**src/rtl/sccb_pkg.sv**
```systemverilog
// Shared SCCB definitions: FSM state codes, default device ID, bit-counter sizing.
// Imported by both the SCCB responder and the SCCB master.
package sccb_pkg;

    localparam logic [7:0] SCCB_DEV_ID = 8'h42;
    localparam int         BIT_CNT_W   = 4;
    localparam logic [BIT_CNT_W-1:0] LAST_BIT = 4'd8;

    typedef logic [2:0] sccb_state_t;

    localparam sccb_state_t ST_IDLE      = 3'd0;
    localparam sccb_state_t ST_ID        = 3'd1;
    localparam sccb_state_t ST_SUB       = 3'd2;
    localparam sccb_state_t ST_WDAT      = 3'd3;
    localparam sccb_state_t ST_RDAT      = 3'd4;
    localparam sccb_state_t ST_WAIT_STOP = 3'd5;

    function automatic logic [7:0] sccb_read_id(input logic [7:0] write_id);
        return write_id | 8'h01;
    endfunction

endpackage

```
**src/rtl/sccb_slave_sync.sv**
```systemverilog
// Brings the asynchronous SCCB pins into the clk domain and produces registered
// edge and start/stop events together with the SDA level aligned to them.
module sccb_slave_sync #(
    parameter int SYNC_STAGES = 2
) (
    input  logic clk_i,
    input  logic rst_i,
    input  logic scl_i,
    input  logic sda_i,
    output logic scl_rise_o,
    output logic scl_fall_o,
    output logic start_o,
    output logic stop_o,
    output logic sda_o
);

    logic [SYNC_STAGES-1:0] scl_sync_q;
    logic [SYNC_STAGES-1:0] sda_sync_q;
    logic scl_hist_q;
    logic sda_hist_q;
    logic scl_rise_q;
    logic scl_fall_q;
    logic start_q;
    logic stop_q;
    logic sda_q;
    logic scl_now;
    logic sda_now;

    assign scl_now = scl_sync_q[SYNC_STAGES-1];
    assign sda_now = sda_sync_q[SYNC_STAGES-1];

    // Idle bus is high, so everything resets to 1 to avoid phantom edges.
    always_ff @(posedge clk_i) begin
        if (rst_i) begin
            scl_sync_q <= '1;
            sda_sync_q <= '1;
            scl_hist_q <= 1'b1;
            sda_hist_q <= 1'b1;
            scl_rise_q <= 1'b0;
            scl_fall_q <= 1'b0;
            start_q    <= 1'b0;
            stop_q     <= 1'b0;
            sda_q      <= 1'b1;
        end else begin
            scl_sync_q <= {scl_sync_q[SYNC_STAGES-2:0], scl_i};
            sda_sync_q <= {sda_sync_q[SYNC_STAGES-2:0], sda_i};
            scl_hist_q <= scl_now;
            sda_hist_q <= sda_now;
            scl_rise_q <= scl_now & ~scl_hist_q;
            scl_fall_q <= ~scl_now & scl_hist_q;
            start_q    <= scl_now & scl_hist_q & sda_hist_q & ~sda_now;
            stop_q     <= scl_now & scl_hist_q & ~sda_hist_q & sda_now;
            sda_q      <= sda_now;
        end
    end

    assign scl_rise_o = scl_rise_q;
    assign scl_fall_o = scl_fall_q;
    assign start_o    = start_q;
    assign stop_o     = stop_q;
    assign sda_o      = sda_q;

endmodule

```
**src/rtl/sccb_slave.sv**
```systemverilog
// SCCB responder: decodes ID / sub-address / data phases from the bus and turns
// them into single-cycle register-file write strobes and read requests.
module sccb_slave
    import sccb_pkg::*;
#(
    parameter logic [7:0] DEV_ID      = SCCB_DEV_ID,
    parameter int         SYNC_STAGES = 2
) (
    input  logic       clk,
    input  logic       rst,
    input  logic       sclk,
    input  logic       sda_in,
    output logic       sda_out,
    output logic       sda_out_en,
    output logic [7:0] reg_addr,
    output logic [7:0] reg_wdata,
    output logic       reg_wr,
    output logic       reg_rd,
    input  logic [7:0] reg_rdata,
    output logic       busy
);

    logic scl_rise, scl_fall, bus_start, bus_stop, sda_bit;

    sccb_slave_sync #(.SYNC_STAGES(SYNC_STAGES)) u_sync (
        .clk_i      (clk),
        .rst_i      (rst),
        .scl_i      (sclk),
        .sda_i      (sda_in),
        .scl_rise_o (scl_rise),
        .scl_fall_o (scl_fall),
        .start_o    (bus_start),
        .stop_o     (bus_stop),
        .sda_o      (sda_bit)
    );

    sccb_state_t            state_q, state_d;
    logic [BIT_CNT_W-1:0]   cnt_q, cnt_d;
    logic [7:0]             shift_q, shift_d;
    logic [7:0]             tx_q, tx_d;
    logic [7:0]             addr_q, addr_d;
    logic [7:0]             wdata_q, wdata_d;
    logic                   wr_q, wr_d;
    logic                   rd_q, rd_d;
    logic                   rd_pend_q, rd_pend_d;
    logic                   out_q, out_d;
    logic                   out_en_q, out_en_d;
    logic                   busy_q, busy_d;

    // Bus start/stop outrank clock edges; the byte's ninth (X/NA) bit closes each phase.
    always_comb begin
        state_d   = state_q;
        cnt_d     = cnt_q;
        shift_d   = shift_q;
        tx_d      = tx_q;
        addr_d    = addr_q;
        wdata_d   = wdata_q;
        wr_d      = 1'b0;
        rd_d      = 1'b0;
        rd_pend_d = rd_q;
        out_d     = out_q;
        out_en_d  = out_en_q;
        busy_d    = busy_q;

        if (rd_pend_q) begin
            tx_d = reg_rdata;
        end

        if (bus_stop) begin
            state_d  = ST_IDLE;
            cnt_d    = '0;
            busy_d   = 1'b0;
            out_d    = 1'b1;
            out_en_d = 1'b0;
        end else if (bus_start) begin
            state_d  = ST_ID;
            cnt_d    = '0;
            busy_d   = 1'b1;
            out_d    = 1'b1;
            out_en_d = 1'b0;
        end else if ((state_q == ST_ID || state_q == ST_SUB || state_q == ST_WDAT) && scl_rise) begin
            if (cnt_q != LAST_BIT) begin
                shift_d = {shift_q[6:0], sda_bit};
                cnt_d   = cnt_q + 4'd1;
            end else begin
                cnt_d = '0;
                if (state_q == ST_ID) begin
                    if (shift_q == DEV_ID) begin
                        state_d = ST_SUB;
                    end else if (shift_q == sccb_read_id(DEV_ID)) begin
                        state_d = ST_RDAT;
                        rd_d    = 1'b1;
                    end else begin
                        state_d = ST_WAIT_STOP;
                    end
                end else if (state_q == ST_SUB) begin
                    addr_d  = shift_q;
                    state_d = ST_WDAT;
                end else begin
                    wdata_d = shift_q;
                    wr_d    = 1'b1;
                    state_d = ST_WAIT_STOP;
                end
            end
        end else if (state_q == ST_RDAT && scl_fall) begin
            if (cnt_q != LAST_BIT) begin
                out_d    = tx_q[7];
                tx_d     = {tx_q[6:0], 1'b0};
                out_en_d = 1'b1;
                cnt_d    = cnt_q + 4'd1;
            end else begin
                out_d    = 1'b1;
                out_en_d = 1'b0;
                cnt_d    = '0;
                state_d  = ST_WAIT_STOP;
            end
        end
    end

    always_ff @(posedge clk) begin
        if (rst) begin
            state_q   <= ST_IDLE;
            cnt_q     <= '0;
            shift_q   <= '0;
            tx_q      <= '0;
            addr_q    <= '0;
            wdata_q   <= '0;
            wr_q      <= 1'b0;
            rd_q      <= 1'b0;
            rd_pend_q <= 1'b0;
            out_q     <= 1'b1;
            out_en_q  <= 1'b0;
            busy_q    <= 1'b0;
        end else begin
            state_q   <= state_d;
            cnt_q     <= cnt_d;
            shift_q   <= shift_d;
            tx_q      <= tx_d;
            addr_q    <= addr_d;
            wdata_q   <= wdata_d;
            wr_q      <= wr_d;
            rd_q      <= rd_d;
            rd_pend_q <= rd_pend_d;
            out_q     <= out_d;
            out_en_q  <= out_en_d;
            busy_q    <= busy_d;
        end
    end

    assign sda_out    = out_q;
    assign sda_out_en = out_en_q;
    assign reg_addr   = addr_q;
    assign reg_wdata  = wdata_q;
    assign reg_wr     = wr_q;
    assign reg_rd     = rd_q;
    assign busy       = busy_q;

endmodule

```
**config.mk**
```make
export PLATFORM = sky130hd
export DESIGN_NAME = sccb_slave
export DESIGN_NICKNAME = d
export VERILOG_FILES = /design/src/rtl/sccb_pkg.sv /design/src/rtl/sccb_slave_sync.sv /design/src/rtl/sccb_slave.sv
export SDC_FILE = /design/constraint.sdc
export NUM_CORES = 1
export LEC_CHECK = 0
export ABC_AREA = 1
export BUFFER_PORTS_ARGS = -buffer_cell sky130_fd_sc_hd__buf_2
export CORE_AREA = 2 2 70 65
export CTS_CLUSTER_DIAMETER = 100
export DETAILED_ROUTE_END_ITERATION = 8
export DIE_AREA = 0 0 72 67
export HOLD_SLACK_MARGIN = 0.12
export PLACE_DENSITY = 0.75
export SYNTH_ARGS = -nofsm -noshare
export SYNTH_HDL_FRONTEND = slang
export SYNTH_SLANG_ARGS = --single-unit
export TNS_END_PERCENT = 50
```
**constraint.sdc**
```tcl
create_clock -name clk -period 1.8 [get_ports clk]
set_input_delay 0.36 -clock clk [delete_from_list [all_inputs] [get_ports clk]]
set_output_delay 0.36 -clock clk [all_outputs]
set_load 0.05 [all_outputs]
```
==> results.py <==
metrics = {
    "sta": {
        "finalCritPeriodShare_pct": 89.5,
        "tightest_slew_ns": 0.390,
        "layout_min_cycle_time_ns": 1.61,
        "max-slew-margin-rel_pct": 73.9,
        "fmax_mhz": 621,
        "final_max_slew_viol_count": 0,
        "hold_viol": 0,
        "setup_slack_ns": 0.188,
        "rsz0062_at_grt": "no",
        "finalClockSkew_ns": 0.00983,
        "setup_violations": 0,
        "setup_tns_ns": 0,
    },
    "yosys": {
        "seq_area_frac_synth_pct": 50.6,
        "yosys_warnings": 0,
        "syn_area_um2": 2180,
        "yosysUniqueCellTypes": 25,
        "yosys.area.top_type": "dfxtp_1",
        "syn_avg_cell_area_um2": 7.86,
        "ys_seq_elements": 55,
        "synthTopCellsByArea": "dfxtp_1 51%, nand2_1 9.3%, nor2_1 6.9%",
        "syn-num-nets": 291,
        "yosysTopAreaCellShare_pct": 50.6,
        "syn_inst": 277,
    },
    "hold_path": {
        "hold_path.class": "in -> reg",
        "min_to": "u_sync.sda_sync_q[0]$_SDFF_PP1_",
        "whs_path_depth": 2,
        "min_from": "sda_in",
    },
    "clock_network": {
        "cts_buffers": 5,
        "tritoncts": "built",
        "htree_levels": 2,
        "cts_setup_buffers": 0,
        "clockBufferDepth": 2,
        "cts_resized": 0,
        "path_clk_slew_ns": 0.09,
        "cts-hold-fix-buffers": 0,
        "cts.sinks": 55,
        "clk_latency_ns": 0.31,
        "root_buffer": "clkbuf_8",
    },
    "setup_path": {
        "cp_slowest_cell": "dfxtp_1",
        "reg2regPathDepth": 8,
        "crit_chain": "inv_1 -> ha_1 -> nand3_1 -> nor2_1 -> nand2_1 -> inv_2 -> o21ai_0 -> a21oi_1",
        "crit_family": "simple AND/OR/NAND/NOR gates",
        "rrSetupSlack_ns": 0.19,
        "slowest_delay_ns": 0.34,
        "cp-end-kind": "register",
        "crit_fanout": 16,
        "cp_num_buf_inv": 2,
        "path_depth": 8,
        "arrival_ns": 1.85,
        "r2r-end": "reg_addr[3]$_SDFFE_PP0P_",
        "required_ns": 2.04,
        "cp-start-kind": "register",
        "r2r_start": "cnt_q[0]$_SDFFE_PP0P_",
        "worstSetupPathType": "reg -> reg",
    },
    "global_route": {
        "grt_max_degree": 31,
        "grt.overflow.total": 0,
        "grt_antenna_before_repair": 0,
        "grt_pass1_wl_um": 7090,
        "grt_pass1_vias": 1563,
        "grt_usage_pct": 19.0,
    },
    "routing": {
        "wl_per_cell_um": 11.1,
        "drtPass1Iterations": 4,
        "drc": 0,
        "final_antenna_net_count": 0,
        "dr.first_iter.drc_count": 97,
        "wl_um": 4030,
        "vias": 1778,
        "via_per_inst": 4.91,
    },
    "cells_and_area": {
        "mostFrequentLayoutCells": "55 x dfxtp_1, 54 x nand2_1, 40 x nor2_1",
        "fin_cells": 362,
        "drive_above_1_share_pct": 19.4,
        "syn2layout_area_growth_pct": 15.2,
        "mostFrequentLayoutCell": "dfxtp_1",
        "nets": 327,
        "antenna_cells": 0,
    },
    "floorplan": {
        "io_pins": 33,
        "die_h_um": 67,
        "row_count": 22,
        "die_w_um": 72,
        "core_um2": 4050,
        "dieArea_um2": 4820,
        "initial_core_util_pct": 53.8,
    },
    "pwr": {
        "p_int_mw": 1.71,
        "p_sw_uw": 443,
        "pwr-share-comb_pct": 3.4,
        "leakage_nw": 1.17,
        "clockPowerShare_pct": 39.4,
        "ir_drop_uv": 755,
        "p_seq_share_pct": 57.2,
        "switching_share_pct": 20.6,
        "powerDensity_nw_per_um2": 861,
    },
    "place": {
        "gp_congestion": 0.867,
        "dp_slack_ns": 0.247,
        "dp_hpwl_um": 2870,
        "placed_cells": 354,
        "io_buffers": 32,
    },
    "flow_run": {
        "cap_violations": 0,
    },
    "outcome": {
        "status": "finished, final reports clean",
    },
}
==> routing by layer <==
metal | global-route usage (%) | wire length (um) | up-vias
li1 | - | - | 956
met1 | 26.4 | 2120 | 778
met2 | 28.5 | 1620 | 40
met3 | 6.35 | 246 | 4
met4 | 4.25 | 40 | 0
met5 | 0 | 0 | -
==> worst max path at each step <==
stage / slack [ns] / startpoint / endpoint
finish: 0.19 / cnt_q[0]$_SDFFE_PP0P_ / reg_addr[3]$_SDFFE_PP0P_
global route: 0.04 / cnt_q[1]$_SDFFE_PP0P_ / reg_addr[6]$_SDFFE_PP0P_
CTS: 0.21 / cnt_q[0]$_SDFFE_PP0P_ / reg_addr[3]$_SDFFE_PP0P_
detailed placement: 0.25 / cnt_q[0]$_SDFFE_PP0P_ / reg_addr[3]$_SDFFE_PP0P_
global placement: 0.32 / cnt_q[0]$_SDFFE_PP0P_ / reg_wdata[4]$_SDFFE_PP0P_
floorplan: 0.31 / cnt_q[0]$_SDFFE_PP0P_ / reg_wdata[5]$_SDFFE_PP0P_
==> through the flow <==
step	power, mW	cell area, um^2	utilization, %	hold WS, ns
after floorplan	1.31	2180	-	0.389
after detailed placement	1.33	2380	58.9	0.393
after global routing	2.24	2510	61.9	0.209
after global placement	1.33	2380	58.9	0.391
final	2.16	2510	61.9	0.226
after CTS	2.18	2510	61.9	0.215
==> power groups by stage <==
stage | clock network (mW) | registers (mW) | logic (mW)
2_1_floorplan | 0 | 1.26 | 0.0428
3_3_place_gp | 0 | 1.26 | 0.0706
3_5_place_dp | 0 | 1.26 | 0.0724
4_1_cts | 0.872 | 1.23 | 0.0733
5_1_grt | 0.918 | 1.24 | 0.0823
6_report | 0.851 | 1.23 | 0.0730
==> worst register-to-register path: stages, from the launching register on <==
cell,delay [ns]
dfxtp_1,0.34
inv_1,0.10
ha_1,0.20
nand3_1,0.17
nor2_1,0.22
nand2_1,0.09
inv_2,0.19
o21ai_0,0.11
a21oi_1,0.14
==> cell families after synthesis <==
logic type	after synthesis	share of synthesized area [%]
AO/OA/AOI/OAI	52	12.8
adder cells (fa/ha/maj)	2	1.15
buffers and inverters	42	8.28
flip-flops	55	50.6
AND/OR/NAND/NOR	121	25.0
multiplexers	4	1.84
XOR/XNOR	1	0.403
==> synth_stat cells <==
| library cell | instances |
|---|---|
| a211oi_1 | 5 |
| a21oi_1 | 27 |
| buf_1 | 1 |
| buf_4 | 2 |
| buf_6 | 2 |
| clkbuf_1 | 4 |
| dfxtp_1 | 55 |
| ha_1 | 2 |
| inv_1 | 31 |
| inv_2 | 2 |
| mux2i_1 | 4 |
| nand2_1 | 54 |
| nand2_2 | 3 |
| nand2_4 | 1 |
| nand3_1 | 9 |
| nor2_1 | 40 |
| nor2_4 | 2 |
| nor3_1 | 2 |
| nor3_4 | 2 |
| nor4_1 | 3 |
| o2111ai_1 | 1 |
| o21ai_0 | 18 |
| o22ai_1 | 1 |
| or2_2 | 5 |
| xor2_1 | 1 |
==> flip-flops by register name (all words and copies together), names as in the netlist, 2 cells and up <==
name               flops
tx_q                   8
state_q                3
shift_q                8
cnt_q                  4
reg_addr               8
u_sync.sda_sync_q      2
reg_wdata              8
u_sync.scl_sync_q      2
==> layout make-up <==
class,instances,area (um^2)
Clock buffer,6,82.6
Sequential cell,55,1100
Multi-Input combinational cell,180,895
Timing Repair Buffer,38,205
Clock inverter,2,38.8
Tap cell,48,60.1
Fill cell,363,1540
Inverter,33,124
No activity file was read; power rests on OpenSTA's default activity.
